### config.mk
export PLATFORM = sky130hd
export DESIGN_NAME = clear_star_box
export DESIGN_NICKNAME = d
export VERILOG_FILES = /design/src/rtl/clear_star_box.sv
export SDC_FILE = /design/constraint.sdc
export NUM_CORES = 1
export LEC_CHECK = 0
export ABC_AREA = 1
export CORE_MARGIN = 3
export CORE_UTILIZATION = 56
export CTS_CLUSTER_DIAMETER = 120
export DETAILED_ROUTE_END_ITERATION = 10
export PLACE_DENSITY_LB_ADDON = 0.08
export SYNTH_ARGS = -nofsm -noshare
export SYNTH_HDL_FRONTEND = slang
export SYNTH_SLANG_ARGS = --single-unit
### constraint.sdc
create_clock -name clk -period 6.34 [get_ports clk]
set_clock_uncertainty 0.2 [all_clocks]
set_input_delay 0.951 -clock clk [delete_from_list [all_inputs] [get_ports clk]]
set_output_delay 0.951 -clock clk [all_outputs]
set_load 0.05 [all_outputs]
### src/rtl/clear_star_box.sv
// Erases a rectangular box of pixels by streaming FILL writes, row-major,
// into a pixel memory; rejects boxes that are inverted or outside the image.
module clear_star_box #(
  parameter int unsigned XSZ    = 3,
  parameter int unsigned YSZ    = 3,
  parameter int unsigned ADDRSZ = 6,
  parameter int unsigned COLSZ  = 3,
  parameter int unsigned WIDTH  = 6,
  parameter int unsigned HEIGHT = 6,
  parameter int unsigned FILL   = 0
) (
  input  logic              clk,
  input  logic              resetn,
  input  logic              start,
  input  logic [XSZ-1:0]    xLeft,
  input  logic [XSZ-1:0]    xRight,
  input  logic [YSZ-1:0]    yTop,
  input  logic [YSZ-1:0]    yBottom,
  output logic [ADDRSZ-1:0] wrAddr,
  output logic [COLSZ-1:0]  wrData,
  output logic              wrEn,
  output logic              busy,
  output logic              done,
  output logic              err,
  output logic [ADDRSZ:0]   pixCount
);

  localparam int unsigned PW = ADDRSZ + 1;

  typedef enum logic [2:0] {IDLE, LOAD, WRITE, DONE, ERR} state_t;

  state_t            state, stateNext;
  logic [XSZ-1:0]    xL, xR, xCount, xCountNext;
  logic [YSZ-1:0]    yT, yB, yCount, yCountNext;
  logic [PW-1:0]     pixNext;
  logic [ADDRSZ-1:0] addrNext;
  logic              boundsBad;

  assign boundsBad = (xL > xR) || (yT > yB) ||
                     (32'(xR) >= WIDTH) || (32'(yB) >= HEIGHT);

  // Next-state, scan counters and the values the output registers will take
  always_comb begin
    stateNext  = state;
    xCountNext = xCount;
    yCountNext = yCount;
    pixNext    = pixCount;
    unique case (state)
      IDLE: if (start) stateNext = LOAD;
      LOAD: begin
        pixNext = '0;
        if (boundsBad) begin
          stateNext = ERR;
        end else begin
          xCountNext = xL;
          yCountNext = yT;
          stateNext  = WRITE;
        end
      end
      WRITE: begin
        pixNext = pixCount + PW'(1);
        if (xCount == xR && yCount == yB) begin
          stateNext = DONE;
        end else if (xCount < xR) begin
          xCountNext = xCount + XSZ'(1);
        end else begin
          xCountNext = xL;
          yCountNext = yCount + YSZ'(1);
        end
      end
      DONE:    stateNext = IDLE;
      ERR:     stateNext = IDLE;
      default: stateNext = IDLE;
    endcase
    addrNext = ADDRSZ'(32'(yCountNext) * WIDTH + 32'(xCountNext));
  end

  // Outputs are registered from the upcoming state so they line up with it
  always_ff @(posedge clk) begin
    if (!resetn) begin
      state    <= IDLE;
      xCount   <= '0;
      yCount   <= '0;
      pixCount <= '0;
      xL       <= '0;
      xR       <= '0;
      yT       <= '0;
      yB       <= '0;
      wrEn     <= 1'b0;
      wrAddr   <= '0;
      wrData   <= '0;
      busy     <= 1'b0;
      done     <= 1'b0;
      err      <= 1'b0;
    end else begin
      state    <= stateNext;
      xCount   <= xCountNext;
      yCount   <= yCountNext;
      pixCount <= pixNext;
      if (state == IDLE && start) begin
        xL <= xLeft;
        xR <= xRight;
        yT <= yTop;
        yB <= yBottom;
      end
      wrEn   <= (stateNext == WRITE);
      wrAddr <= addrNext;
      wrData <= COLSZ'(FILL);
      busy   <= (stateNext == LOAD) || (stateNext == WRITE);
      done   <= (stateNext == DONE);
      err    <= (stateNext == ERR);
    end
  end

endmodule

# Word level (Yosys, flattened, before mapping)
# Cells that the tools add are included.
# Widths: inputs -> output; s select.
# word_totals
elab_cells,52
register_bits,38
out_inout_bits,20
# classes
reduce_logical,8
mux,13
n_addsub,4
magnitude_cmp,5
eq_ne,8
n_mul,1
# op_table
cell,count
$mux 3,9
$pmux 7 s2,1
$pmux 3 s2,2
$eq 3x2->1 const B,3
$pmux 3 s3,1
$add 7x1->7 const B,1
$add 3x1->3 const B,2
$add 6x3->6,1
$eq 3x1->1 const B,2
$eq 3x3->1,2
$ge 3x3->1 const B,2
$gt 3x3->1,2
$mul 3x2->5 const B,1
$logic_or 1x1->1,4
$eq 3x3->1 const B,1
$logic_not 3->1,1
$lt 3x3->1,1
$logic_and 1x1->1,2
$reduce_bool 2->1,1

# Depth between registers and ports, before layout
# logic_depth
word_depth,8
depth_mapped,22
ltp_nobuf,22

# Worst setup path before layout
# OpenSTA, ideal clock, no wires.
# synth_timing
path_kind,reg-to-reg
start,register yB[2]
end,register wrAddr[4]
setup_time_ns,0.113
n_path_buf,0
setup_slack_ns,3.310
period_less_slack_ns,3.030
stages_incl_launch_ff,20
arrival_ns,2.717
cell_sequence,dfxtp_1 -> inv_1 -> ha_1 -> a21oi_1 -> nand2_1 -> nand2_1 -> nand4_2 -> nand2_2 -> inv_2 -> a21oi_2 -> inv_1 -> ha_1 -> ha_1 -> nand2_1 -> inv_1 -> o21ai_0 -> xnor2_1 -> inv_1 -> nor2_1 -> nor2_1
# synth_via
elab_chain_cells,8
word_cells_on_any_way,15
classes_between,add/sub (1); mul (1); order compare (2); eq/ne (1); mux (6); reduce/logical (4)
# synth_lines
item,line_no,rtl
from (decl),34,"logic [YSZ-1:0] yT, yB, yCount, yCountNext;"
from (signal assigned),104,yB <= yBottom;
$gt 3x3->1,39,assign boundsBad = (xL > xR) || (yT > yB) ||
$logic_or 1x1->1 (2 in a row),39,
$logic_or 1x1->1,40,(32'(xR) >= WIDTH) || (32'(yB) >= HEIGHT);
$mux 3,52,if (boundsBad) begin
$pmux 3 s2 (*),48,unique case (state)
named net yCountNext[1],34,
$mul 3x2->5 (*),75,addrNext = ADDRSZ'(32'(yCountNext) * WIDTH + 32'(xCountNext));
$add 6x3->6 (*),75,
to (signal assigned),107,wrAddr <= addrNext;
to (decl),19,"output logic [ADDRSZ-1:0] wrAddr,"
# Mark *: on every way through the listed nets, which the timed path passes. The rest lies on a longest branch.
# A chain may end at the register's enable or synchronous reset.

==> run_results.csv <==
group,metric,value,unit
final_layout,stdcell_count,330,
clocking,postCtsResizedCells,0,
clocking,clk_pin_slew,0.10,ns
routing,num_vias,1645,
setup_path,endpoint_kind,"flop",
timing,fin_crit,3.35,ns
synth,synth_most_common_cell,"nand2_1",
final_layout,diodes,0,
pwr,leakagePower,1.08,nW
synth,ys_async_sr_fraction,0,%
global_routing,grt_antenna_before_repair,0,
floorplan,initial_core_util,58.8,%
routing,drc,0,
timing,slew_headroom,58.1,%
floorplan,fp.coreArea,3390,um2
final_layout,fin_nets,319,
final_layout,nFillCells,314,
global_routing,overflow,0,
placed_design,dp.cells,324,
timing,worstMarginPinSlew,0.626,ns
final_layout,drive_gt1_share,9.86,%
status,status,"finished, final reports clean",
floorplan,die-height,65.6,um
placed_design,portBuffers,31,
clocking,clock_latency,0.33,ns
clocking,clk_path_buf_depth,2,
synth,synthDistinctLibCells,33,
min_path,holdPathStages,1,
final_layout,area_delta_synth_final,18.5,%
clocking,ctsHtreeMaxLevel,2,
floorplan,placementRows,21,
clocking,cts_sinks,37,
setup_path,r2r-end,"wrAddr[4]$_SDFF_PN0_",
setup_path,worstPathArrival,3.42,ns
synth,syn_area_per_cell,7.84,um2
floorplan,ioPinCount,35,
setup_path,crit_fanout,7,
clocking,hold_buffers,0,
synth,ys.flop_type,"dfxtp_1",
flow_run,maxCapViolations,0,
placed_design,place.gp.congestion,0.886,
global_routing,grtUsageTotal,20.1,%
pwr,max-vdd-ir-drop,149,uV
global_routing,met2_usage,32.7,%
routing,ant_nets,0,
setup_path,rr_worst_depth,21,
timing,rsz0062_at_grt,"no",
synth,synth_top_area_share,37.2,%
min_path,worstHoldStart,"pixCount[6]$_SDFFE_PN0N_",
pwr,fin_total_pwr,0.631,mW
synth,synthCells,254,
timing,slew_viol_final,0,
clocking,cts_tree,"built",
routing,dr.pass1.iters,4,
routing,finalWirelength,3640,um
clocking,post_cts_buffers,0,
synth,synth_area_leaders,"dfxtp_1 (37%), ha_1 (11%), nand2_1 (7.3%), inv_1 (5.3%), nor2_1 (5.3%)",
synth,ys.warnings.count,0,
synth,ys_seq_elements,37,
pwr,power_density,267,nW/um2
timing,finalCritPeriodShare,52.8,%
synth,yosys.area.top_type,"dfxtp_1",
global_routing,grt_max_degree,22,
setup_path,start_kind,"flop",
global_routing,grt_pass1_vias,1514,
synth,synth_commonest_cells,"nand2_1 (39), dfxtp_1 (37), inv_1 (28), nor2_1 (28), o21ai_0 (20)",
routing,avgViaCountPerCell,4.98,
global_routing,top_usage_layer,"met2",
timing,hold_viol,0,
timing,tns,0,ns
placed_design,place_hpwl,2830,um
setup_path,worstPathRequired,6.41,ns
synth,synth-edff-count,0,
timing,setup_viol,0,
global_routing,grt_pass1_wl,6700,um
min_path,hold_path_end,"pixCount[6]$_SDFFE_PN0N_",
floorplan,die_area,4310,um2
global_routing,use_met3,5.13,%
floorplan,die_w,65.6,um
synth,ys_seq_area_share,37.2,%
clocking,cts_buffers,5,
clocking,cts_root_buffer,"clkbuf_4",
synth,syn-cell-area,1990,um2
timing,hold_ws,0.285,ns
routing,first_iter_violations,87,
setup_path,worst-setup-path-type,"reg2reg",
global_routing,met1_usage,25.6,%
timing,fmax,299,MHz
min_path,hp-class,"reg2reg",
routing,wire_per_inst,11.0,um
setup_path,reg2reg_slack,2.99,ns
==> how the worst max path moves through the flow <==
stage	cells past startpoint	from	end
after floorplan	19	yB[2]$_SDFFE_PN0P_	wrAddr[4]$_SDFF_PN0_
after global placement	16	start	wrAddr[4]$_SDFF_PN0_
after detailed placement	16	start	wrAddr[4]$_SDFF_PN0_
after CTS	21	flop	wrAddr[4]$_SDFF_PN0_
after global routing	19	yB[2]$_SDFFE_PN0P_	wrAddr[4]$_SDFF_PN0_
final	21	flop	wrAddr[4]$_SDFF_PN0_
==> cell families (layout without fill, tap and decap cells) <==
kind of cell | after synthesis | count (layout) | share of synthesized area [%]
DFF | 37 | 37 | 37.2
adders and majority gates | 19 | 19 | 12.7
buffers and inverters | 43 | 71 | 8.98
other | 1 | 3 | 0.188
AOI/OAI and AO/OA | 45 | 45 | 13.0
and+or+nand+nor | 103 | 103 | 25.3
xor gates and xnor gates | 6 | 6 | 2.64
==> sequential cells by signal, summed over array words and instances (netlist names), named ones only <==
name	cells
yCount	3
wrEn	1
xCount	2
err	1
done	1
wrAddr	5
yB	3
yT	3
pixCount	7
state	3
xL	3
xR	3
busy	1
==> final cells by class <==
type	count	area, um2	area share (%)
Clock buffer	5	37.5	1.59
Clock inverter	1	5.00	0.212
Inverter	34	130	5.51
Multi-Input combinational cell	176	1080	45.7
Sequential cell	37	741	31.4
Tap cell	46	57.6	2.44
Timing Repair Buffer	31	310	13.1
==> placed cells by master, fill, tap and decap left out <==
master and count:
nor3_4 1, nand2_4 1, clkinv_2 1, nor4_4 1
o21ai_4 1, inv_1 28, a221oi_1 1, fa_1 2
nand3b_1 2, and3_1 1, inv_4 1, nand3_1 17
clkbuf_4 5, xor2_1 4, a21oi_1 17, nand3_2 2
nor2_1 28, nor2_4 1, clkinv_1 1, nand2_1 39
ha_1 17, xnor2_1 2, dfxtp_1 37, inv_2 4
conb_1 3, nand4_2 1, nand2_2 4, o21ai_0 20
nor2_2 2, clkdlybuf4s50_1 31, a211oi_1 3, nor3_1 2
a21oi_2 3, nand4_1 1
==> layer usage <==
metal / wire length (um) / share of wire, % / up-vias
met4: 35 / 0.96 / 0
met5: 0 / 0 / -
met2: 1700 / 47 / 35
met1: 1730 / 48 / 730
li1: - / - / 878
met3: 167 / 4.6 / 2
==> critical path, stage by stage (launching register included) <==
cell and delay, ns:
dfxtp_1 0.40, inv_1 0.08, ha_1 0.28, nand3_1 0.09, a21oi_2 0.17, nand2_2 0.16
nand2_4 0.11, nand2_1 0.05, nand3_1 0.06, nand2_1 0.06, a21oi_2 0.21, inv_1 0.11
ha_1 0.35, ha_1 0.28, nand2_1 0.05, inv_1 0.03, o21ai_0 0.18, xnor2_1 0.14
inv_1 0.07, nand2_1 0.06, nand2_1 0.05, nor2_1 0.10
==> report_power, final <==
| group | leakage, nW | internal, mW | switching [mW] |
|---|---|---|---|
| sequential | 0.302 | 0.258 | 0.0177 |
| combinational | 0.752 | 0.0849 | 0.161 |
| clock | 0.0269 | 0.0385 | 0.0704 |
==> per-stage QoR <==
stage          setup slack (ns)  cell area, um2  utilization (%)
2_1_floorplan              3.31            2000                -
3_3_place_gp               2.84            2320             68.4
3_5_place_dp               2.76            2320             68.4
4_1_cts                    2.94            2360             69.7
5_1_grt                    2.61            2360             69.7
6_report                   2.99            2360             69.7
Power figures use the tool's default switching activity.
